File: src/rtl/bridge_cmd_decoder.sv
// Remote-side UART bridge command decoder: queues received frames and replays them
// as master requests, returning read data to the UART TX. Optional macro: BRIDGE_RD_TIMEOUT_EN.
module bridge_cmd_decoder #(
  parameter int DATA_WIDTH     = 8,
  parameter int ADDR_WIDTH     = 12,
  parameter int FIFO_DEPTH     = 4,
  parameter int TIMEOUT_CYCLES = 1024
) (
  input  logic                                clk,
  input  logic                                rstn,
  input  logic [DATA_WIDTH+ADDR_WIDTH:0]      frame_in,
  input  logic                                frame_ready,
  output logic                                mreq,
  output logic                                mwrite,
  output logic [ADDR_WIDTH-1:0]               maddr,
  output logic [DATA_WIDTH-1:0]               mwdata,
  input  logic                                mack,
  input  logic [DATA_WIDTH-1:0]               mrdata,
  input  logic                                mrvalid,
  output logic [DATA_WIDTH-1:0]               tx_data,
  output logic                                tx_en,
  input  logic                                tx_busy,
  output logic                                busy,
  output logic                                ovf,
  output logic                                rd_timeout
);
  localparam int FW = DATA_WIDTH + ADDR_WIDTH + 1;
  localparam int PW = $clog2(FIFO_DEPTH);

  typedef enum logic [2:0] {IDLE, ISSUE, WAIT_RD, SEND, SEND_WAIT} state_t;

  state_t                  state_q, state_d;
  logic [FW-1:0]           mem_q [FIFO_DEPTH];
  logic [PW:0]             wr_ptr_q, wr_ptr_d, rd_ptr_q, rd_ptr_d;
  logic                    prev_ready_q;
  logic                    mreq_q, mreq_d, mwrite_q, mwrite_d;
  logic [ADDR_WIDTH-1:0]   maddr_q, maddr_d;
  logic [DATA_WIDTH-1:0]   mwdata_q, mwdata_d, tx_data_q, tx_data_d;
  logic                    tx_en_q, tx_en_d, busy_q, busy_d, ovf_q, ovf_d;
  logic                    guard_q, guard_d;
  logic                    push, pop, accept, full, empty;
  logic [FW-1:0]           head;

  // Pointers carry a wrap bit so full and empty are distinguishable.
  assign empty  = (wr_ptr_q == rd_ptr_q);
  assign full   = (wr_ptr_q[PW] != rd_ptr_q[PW]) && (wr_ptr_q[PW-1:0] == rd_ptr_q[PW-1:0]);
  assign push   = frame_ready && !prev_ready_q;
  assign pop    = (state_q == IDLE) && !empty;
  assign accept = push && (!full || pop);
  assign head   = mem_q[rd_ptr_q[PW-1:0]];

`ifdef BRIDGE_RD_TIMEOUT_EN
  localparam int CW = $clog2(TIMEOUT_CYCLES + 1);
  logic [CW-1:0] cnt_q, cnt_d;
  logic          rd_to_q, rd_to_d;
`endif

  always_comb begin
    state_d   = state_q;
    mreq_d    = mreq_q;
    mwrite_d  = mwrite_q;
    maddr_d   = maddr_q;
    mwdata_d  = mwdata_q;
    tx_data_d = tx_data_q;
    tx_en_d   = 1'b0;
    guard_d   = guard_q;
    ovf_d     = ovf_q || (push && full && !pop);
    wr_ptr_d  = wr_ptr_q + (PW+1)'(accept);
    rd_ptr_d  = rd_ptr_q + (PW+1)'(pop);
`ifdef BRIDGE_RD_TIMEOUT_EN
    cnt_d     = cnt_q;
    rd_to_d   = rd_to_q;
`endif
    case (state_q)
      IDLE: begin
        if (!empty) begin
          {mwrite_d, mwdata_d, maddr_d} = head;
          mreq_d  = 1'b1;
          state_d = ISSUE;
        end
      end
      ISSUE: begin
        if (mack) begin
          mreq_d = 1'b0;
          if (mwrite_q) begin
            state_d = IDLE;
          end else if (mrvalid) begin
            tx_data_d = mrdata;
            state_d   = SEND;
          end else begin
            state_d = WAIT_RD;
`ifdef BRIDGE_RD_TIMEOUT_EN
            cnt_d   = '0;
`endif
          end
        end
      end
      WAIT_RD: begin
        if (mrvalid) begin
          tx_data_d = mrdata;
          state_d   = SEND;
`ifdef BRIDGE_RD_TIMEOUT_EN
        end else if (cnt_q == CW'(TIMEOUT_CYCLES - 1)) begin
          // Answer with all-ones so the remote requester is never left hanging.
          tx_data_d = '1;
          rd_to_d   = 1'b1;
          state_d   = SEND;
        end else begin
          cnt_d = cnt_q + 1'b1;
`endif
        end
      end
      SEND: begin
        if (!tx_busy) begin
          tx_en_d = 1'b1;
          guard_d = 1'b1;
          state_d = SEND_WAIT;
        end
      end
      SEND_WAIT: begin
        // TX busy may lag the start pulse by a cycle, so the first cycle is skipped.
        if (guard_q)       guard_d = 1'b0;
        else if (!tx_busy) state_d = IDLE;
      end
      default: state_d = IDLE;
    endcase
    busy_d = (state_d != IDLE) || (wr_ptr_d != rd_ptr_d);
  end

  always_ff @(posedge clk) begin
    if (!rstn) begin
      state_q      <= IDLE;
      wr_ptr_q     <= '0;
      rd_ptr_q     <= '0;
      prev_ready_q <= 1'b0;
      mreq_q       <= 1'b0;
      mwrite_q     <= 1'b0;
      maddr_q      <= '0;
      mwdata_q     <= '0;
      tx_data_q    <= '0;
      tx_en_q      <= 1'b0;
      guard_q      <= 1'b0;
      busy_q       <= 1'b0;
      ovf_q        <= 1'b0;
`ifdef BRIDGE_RD_TIMEOUT_EN
      cnt_q        <= '0;
      rd_to_q      <= 1'b0;
`endif
    end else begin
      state_q      <= state_d;
      wr_ptr_q     <= wr_ptr_d;
      rd_ptr_q     <= rd_ptr_d;
      prev_ready_q <= frame_ready;
      mreq_q       <= mreq_d;
      mwrite_q     <= mwrite_d;
      maddr_q      <= maddr_d;
      mwdata_q     <= mwdata_d;
      tx_data_q    <= tx_data_d;
      tx_en_q      <= tx_en_d;
      guard_q      <= guard_d;
      busy_q       <= busy_d;
      ovf_q        <= ovf_d;
`ifdef BRIDGE_RD_TIMEOUT_EN
      cnt_q        <= cnt_d;
      rd_to_q      <= rd_to_d;
`endif
    end
  end

  always_ff @(posedge clk) begin
    if (accept) mem_q[wr_ptr_q[PW-1:0]] <= frame_in;
  end

  assign mreq    = mreq_q;
  assign mwrite  = mwrite_q;
  assign maddr   = maddr_q;
  assign mwdata  = mwdata_q;
  assign tx_data = tx_data_q;
  assign tx_en   = tx_en_q;
  assign busy    = busy_q;
  assign ovf     = ovf_q;
`ifdef BRIDGE_RD_TIMEOUT_EN
  assign rd_timeout = rd_to_q;
`else
  assign rd_timeout = 1'b0;
`endif
endmodule

File: config.mk
export PLATFORM = sky130hd
export DESIGN_NAME = bridge_cmd_decoder
export DESIGN_NICKNAME = d
export VERILOG_FILES = /design/src/rtl/bridge_cmd_decoder.sv
export SDC_FILE = /design/constraint.sdc
export NUM_CORES = 1
export LEC_CHECK = 0
export BUFFER_PORTS_ARGS = -buffer_cell sky130_fd_sc_hd__buf_2
export CORE_MARGIN = 2
export CORE_UTILIZATION = 30
export CTS_BUF_LIST = sky130_fd_sc_hd__clkbuf_8 sky130_fd_sc_hd__clkbuf_16
export DETAILED_ROUTE_END_ITERATION = 12
export GPL_ROUTABILITY_DRIVEN = 0
export PLACE_DENSITY = 0.48
export SLEW_MARGIN = 20
export SYNTH_ARGS = -nofsm -noshare
export SYNTH_HDL_FRONTEND = slang
export SYNTH_SLANG_ARGS = --single-unit
File: constraint.sdc
create_clock -name clk -period 3.3 [get_ports clk]
set_input_delay 0.33 -clock clk [delete_from_list [all_inputs] [get_ports clk]]
set_output_delay 0.33 -clock clk [all_outputs]
set_load 0.05 [all_outputs]
==> impl_metrics.toml, run 1 <==
[global_route]
track_usage_pct = 12.12
antenna_found_initial = 1
grt_overflow_total = 0
grt_start_max_net_pins = 45
grt_pass1_wl_um = 15570
grt_pass1_vias = 2833

[detailed_routing]
ant_nets = 0
firstDrtPassIters = 5
drc_errors = 0
wire_per_inst_um = 15.86
drt_iter0_markers = 170
avgViaCountPerCell = 4.431
routed_wl_um = 9894
route.vias.total = 2765

[yosys]
synth_area_leaders = "edfxtp_1 52%, dfxtp_1 18%, mux4_2 9.7%"
async_flop_share_pct = 0
syn_avg_cell_area_sq_um = 15.53
synth-main-ff-cell = "edfxtp_1"
yosysTopAreaCellShare_pct = 51.57
yosys-top-cells-count = "84 x edfxtp_1, 46 x nand2_1, 44 x dfxtp_1, 22 x a21boi_0, 21 x mux4_2"
seq_area_frac_synth_pct = 69.58
synth_cells = 315
syn-num-nets = 353
yosysWarnings = 0
syn_area_sq_um = 4891
synth_most_common_cell = "edfxtp_1"
ys_seq_elements = 128
synth_edf_count = 84
netlist-cell-type-count = 38
synth_top_area_cell = "edfxtp_1"

[die]
die_width_um = 131.7
initial_core_util_pct = 30.79
die_y_um = 131.7
ioPinCount = 69
rows = 46
core_sq_um = 15890
dieArea_sq_um = 17340

[setup_path]
crit_chain = "xor2_1, o41a_1, ha_1, ha_1, xor2_1, nand2_1, nand4_1, o41a_1"
cp.arrival_ns = 2.76
critPathMaxStageDelay_ns = 0.50
crit_type = "reg2reg"
worstReg2RegStart = "wr_ptr_q[1]$_SDFF_PN0_"
cp_num_buf_inv = 0
startpoint = "wr_ptr_q[1]$_SDFF_PN0_"
required_ns = 3.59
cp_top_family = "compound AO/OA/AOI/OAI gates"
crit_slowest_cell = "o41a_1"
worst-path-max-fanout = 6
critPathCaptureType = "register"
start_kind = "register"

[timing]
fin_crit_sh_pct = 74.77
fmax_mhz = 405.3
slew_headroom_pct = 51.90
slew_violations = 0
worst_pin_slew_ns = 0.7215
finalCriticalPeriod_ns = 2.467
hold_viol_final = 0
setup_viol = 0
finalSetupTns_ns = 0
rsz0062_at_grt = "false"
skew_ns = 0.01519

[placed_design]
dpl.hpwl_um = 5914
placed_cells = 593
port_buffers = 67
placed_area_sq_um = 5533

[layout]
drive_gt1_share_pct = 32.11
final_nets = 434
fin_util_pct = 38.27
final_cell_area_sq_um = 6080
stdcell_count = 624
area_delta_synth_final_pct = 24.30
antennaDiodeCount = 0

[run]
cap_violations = 0

[worst_hold_path]
min_path_type = "in2reg"
min-delay-start = "frame_ready"

[clock_tree]
cts-root-buf = "clkbuf_16"
post-cts-setup-buffers = 0
ctsResizeCount = 0
cts_hold_buf = 0
cts.clk_slew.worst_paths_ns = 0.05
cts_buffers = 17
clock_sinks = 128
cts_tree = "yes"
clkLatencyLatePin_ns = 0.42
htree_levels = 4
cts_buffer_depth = 2

[pwr]
power_mw = 5.209
power_density_nw_per_um2 = 856.8
ir_worst_vdd_mv = 0.4006
leakage_nw = 2.239

[outcome]
outcome = "completed"
[state kept, by name (all words and copies together) (netlist names)]
register,count
tx_data,8
busy,1
mreq,1
state_q,3
prev_ready_q,1
tx_en,1
guard_q,1
wr_ptr_q,3
mem_q,84
maddr,12
mwdata,8
ovf,1
rd_ptr_q,3
mwrite,1
[power breakdown]
group          switching (mW)  leakage, nW  total [mW]  internal, mW
registers               0.100         1.13        2.00          1.90
clock network           0.634        0.289        1.73          1.10
logic                   0.991        0.823        1.47         0.484
total                    1.73         2.24        5.21          3.48
[metrics by stage]
stage | worst slack (ns) | hold WS, ns
2_1_floorplan | 0.1790 | 0.4289
3_3_place_gp | 0.8822 | 0.4484
3_5_place_dp | 0.8382 | 0.4557
4_1_cts | 0.8183 | 0.1096
5_1_grt | 0.6870 | 0.1096
6_report | 0.8327 | 0.1192
[layout make-up]
| class | count | area [sq um] |
|---|---|---|
| sequential | 128 | 3405 |
| fill | 1547 | 9806 |
| tap | 216 | 270.3 |
| timing repair buffer | 78 | 417.9 |
| multi-input combinational | 168 | 1429 |
| clock inverter | 13 | 107.6 |
| inverter | 3 | 11.26 |
| clock buffer | 18 | 439.2 |
[cell usage in the layout, fill, tap and decap left out, types with 3 or more instances in the layout]
cell type	synthesis	routed
edfxtp_1	84	84
buf_2	6	67
nand2_1	46	46
dfxtp_1	44	43
a21boi_0	22	22
mux4_2	21	21
clkbuf_16	0	17
nor2b_1	12	12
and2_1	11	11
buf_4	1	11
mux2i_1	8	8
inv_1	3	7
xor2_1	6	6
clkinv_2	0	5
xnor2_1	4	4
a21oi_1	4	4
nand2b_1	3	3
o21ai_0	3	3
ha_1	3	3
[per-layer routing]
| layer | track usage (%) | vias up | wire length [um] |
|---|---|---|---|
| li1 | - | 1331 | - |
| met1 | 14.78 | 1371 | 4453 |
| met2 | 18.82 | 54 | 4762 |
| met3 | 4.977 | 9 | 521 |
| met4 | 5.435 | 0 | 156 |
| met5 | 0 | - | 0 |
[worst paths after layout]
kind	to	slack [ns]	cells after the start
setup / recovery	busy$_SDFF_PN0_	0.83	8
hold reg to reg	maddr[9]$_SDFFE_PN0P_	0.46	2
setup reg to reg	busy$_SDFF_PN0_	0.83	8
hold / removal	prev_ready_q$_SDFF_PN0_	0.12	2
[cells by family after synthesis]
| group | count (synthesis) | synth area share [%] |
|---|---|---|
| flops | 128 | 69.58 |
| simple gates | 86 | 8.673 |
| buf+inv | 19 | 1.688 |
| mux | 29 | 11.31 |
| fa+ha+maj | 3 | 0.7675 |
| compound gates | 39 | 6.114 |
| other cells | 1 | 0.07667 |
| xor+xnor | 10 | 1.791 |
(Power assumes the default switching activity.)
==> run 2: changes to the inputs <==
==> constraint.sdc (replaced) <==
create_clock -name clk -period 2.25 [get_ports clk]
set_input_delay 0.225 -clock clk [delete_from_list [all_inputs] [get_ports clk]]
set_output_delay 0.225 -clock clk [all_outputs]
set_load 0.05 [all_outputs]
==> impl_metrics.toml, run 2 (synthesis results as in run 1) <==
[timing]
worst_pin_slew_ns = 0.6831
finalCriticalPeriod_ns = 2.184
setup_viol = 0
fin_crit_sh_pct = 97.05
fmax_mhz = 457.9
final.setup.worst_slack_ns = 0.06634
hold_ws_ns = 0.03064
slew_violations = 0
hold_viol_final = 0
skew_ns = 0.005939
slew_headroom_pct = 54.46

[layout]
final_common_cell = "edfxtp_1"
final_nets = 446
drive_gt1_share_pct = 35.87
largest_register_ffs = 84
antennaDiodeCount = 0
fillers = 1500
area_delta_synth_final_pct = 28.11
final_cell_mix = "84 x edfxtp_1, 67 x buf_2, 46 x nand2_1"
stdcell_count = 637

[detailed_routing]
wire_per_inst_um = 15.69
route.vias.total = 2811
avgViaCountPerCell = 4.413
routed_wl_um = 9992
drc_errors = 0
drt_iter0_markers = 105
firstDrtPassIters = 4
ant_nets = 0

[die]
initial_core_util_pct = 30.79
ioPinCount = 69
rows = 46
die_y_um = 131.7
die_width_um = 131.7
dieArea_sq_um = 17340
core_sq_um = 15890

[global_route]
grt_start_max_net_pins = 45
track_usage_pct = 12.09
grt_overflow_total = 0
grt_pass1_wl_um = 15770
antenna_found_initial = 0
grt_pass1_vias = 2976

[pwr]
power_density_nw_per_um2 = 1249
leakage_nw = 2.325
ir_worst_vdd_mv = 0.5803
power_mw = 7.825

[clock_tree]
cts.clk_slew.worst_paths_ns = 0.05
cts_hold_buf = 0
cts_buffer_depth = 2
cts_tree = "yes"
clkLatencyLatePin_ns = 0.41
cts-root-buf = "clkbuf_16"
htree_levels = 4
clock_sinks = 128
cts_buffers = 17

[worst_hold_path]
holdPathStages = 2
min-delay-start = "frame_ready"
hold_end = "prev_ready_q$_SDFF_PN0_"
min_path_type = "in2reg"

[setup_path]
critPathMaxStageDelay_ns = 0.46
crit_chain = "xor2_2, o41a_1, ha_1, ha_4, xor2_1, a21oi_1, o41a_1"
required_ns = 2.54
cp_top_family = "compound AO/OA/AOI/OAI gates"
crit_type = "reg2reg"
reg2reg_to = "busy$_SDFF_PN0_"
rrSetupSlack_ns = 0.07
r2r_cells = 7
critPathCaptureType = "register"
worstReg2RegStart = "wr_ptr_q[0]$_SDFF_PN0_"
cp_num_buf_inv = 0
start_kind = "register"
cp.arrival_ns = 2.47
crit_path_frequent_cell = "o41a_1"
worst-path-max-fanout = 3
crit_slowest_cell = "o41a_1"

[placed_design]
port_buffers = 67
placed_cells = 604
dpl.hpwl_um = 6225
post-place-ws_ns = 0.005071

[run]
cap_violations = 0

[outcome]
outcome = "completed"
## run 2: cell count changes in the layout (fill, tap and decap cells not counted), sizes merged
cell    before  now
buf         78   90
clkbuf      18   21
clkinv       7    4
inv          7    9
bufinv       2    1
## run 2: how the worst max path moves through the flow
stage,start,slack (ns),endpoint,cells after the start
5_1_grt,wr_ptr_q[0]$_SDFF_PN0_,-0.01,busy$_SDFF_PN0_,7
6_report,wr_ptr_q[0]$_SDFF_PN0_,0.07,busy$_SDFF_PN0_,7
3_5_place_dp,wr_ptr_q[2]$_SDFF_PN0_,0.005,busy$_SDFF_PN0_,7
2_1_floorplan,state_q[1]$_SDFF_PN0_,-0.04,mem_q[1][0]$_DFFE_PP_,5
3_3_place_gp,wr_ptr_q[2]$_SDFF_PN0_,0.05,busy$_SDFF_PN0_,7
4_1_cts,wr_ptr_q[2]$_SDFF_PN0_,0.02,busy$_SDFF_PN0_,7
## run 2: timing repair
action / in CTS / in global routing
setup endpoints to repair: 1 / 1
pin swaps: 0 / 4
setup buffers: 0 / 1
gates resized for setup: 1 / 3
## run 2: where the power goes
| group | leakage, nW | internal [mW] | switching [mW] |
|---|---|---|---|
| Sequential | 1.13 | 2.79 | 0.126 |
| Clock | 0.310 | 1.68 | 0.909 |
| Combinational | 0.887 | 0.796 | 1.53 |
## run 2: metal layers
layer / track usage (%) / routed length, um
met1: 13.94 / 4249
met2: 20.68 / 5141
met5: 0 / 0
met4: 4.287 / 161
met3: 4.437 / 440
## run 2: area by class of cell
cell class | count | area [sq um] | area share (%)
clock buffers | 21 | 503.0 | 8.027
clock inverters | 11 | 72.57 | 1.158
inverters | 3 | 11.26 | 0.1797
multi-input cells | 168 | 1483 | 23.66
flip-flops and latches | 128 | 3406 | 54.35
well taps | 216 | 270.3 | 4.313
repair buffers | 90 | 520.5 | 8.307
## run 2: metrics by stage
| step | utilization (%) | instance area (sq um) | TNS [ns] |
|---|---|---|---|
| finish | 39.45 | 6266 | 0 |
| global route | 39.45 | 6266 | -0.009977 |
| CTS | 39.27 | 6238 | 0 |
| detailed placement | 35.64 | 5662 | 0 |
| global placement | 35.64 | 5662 | 0 |
| floorplan | - | 4936 | -1.771 |
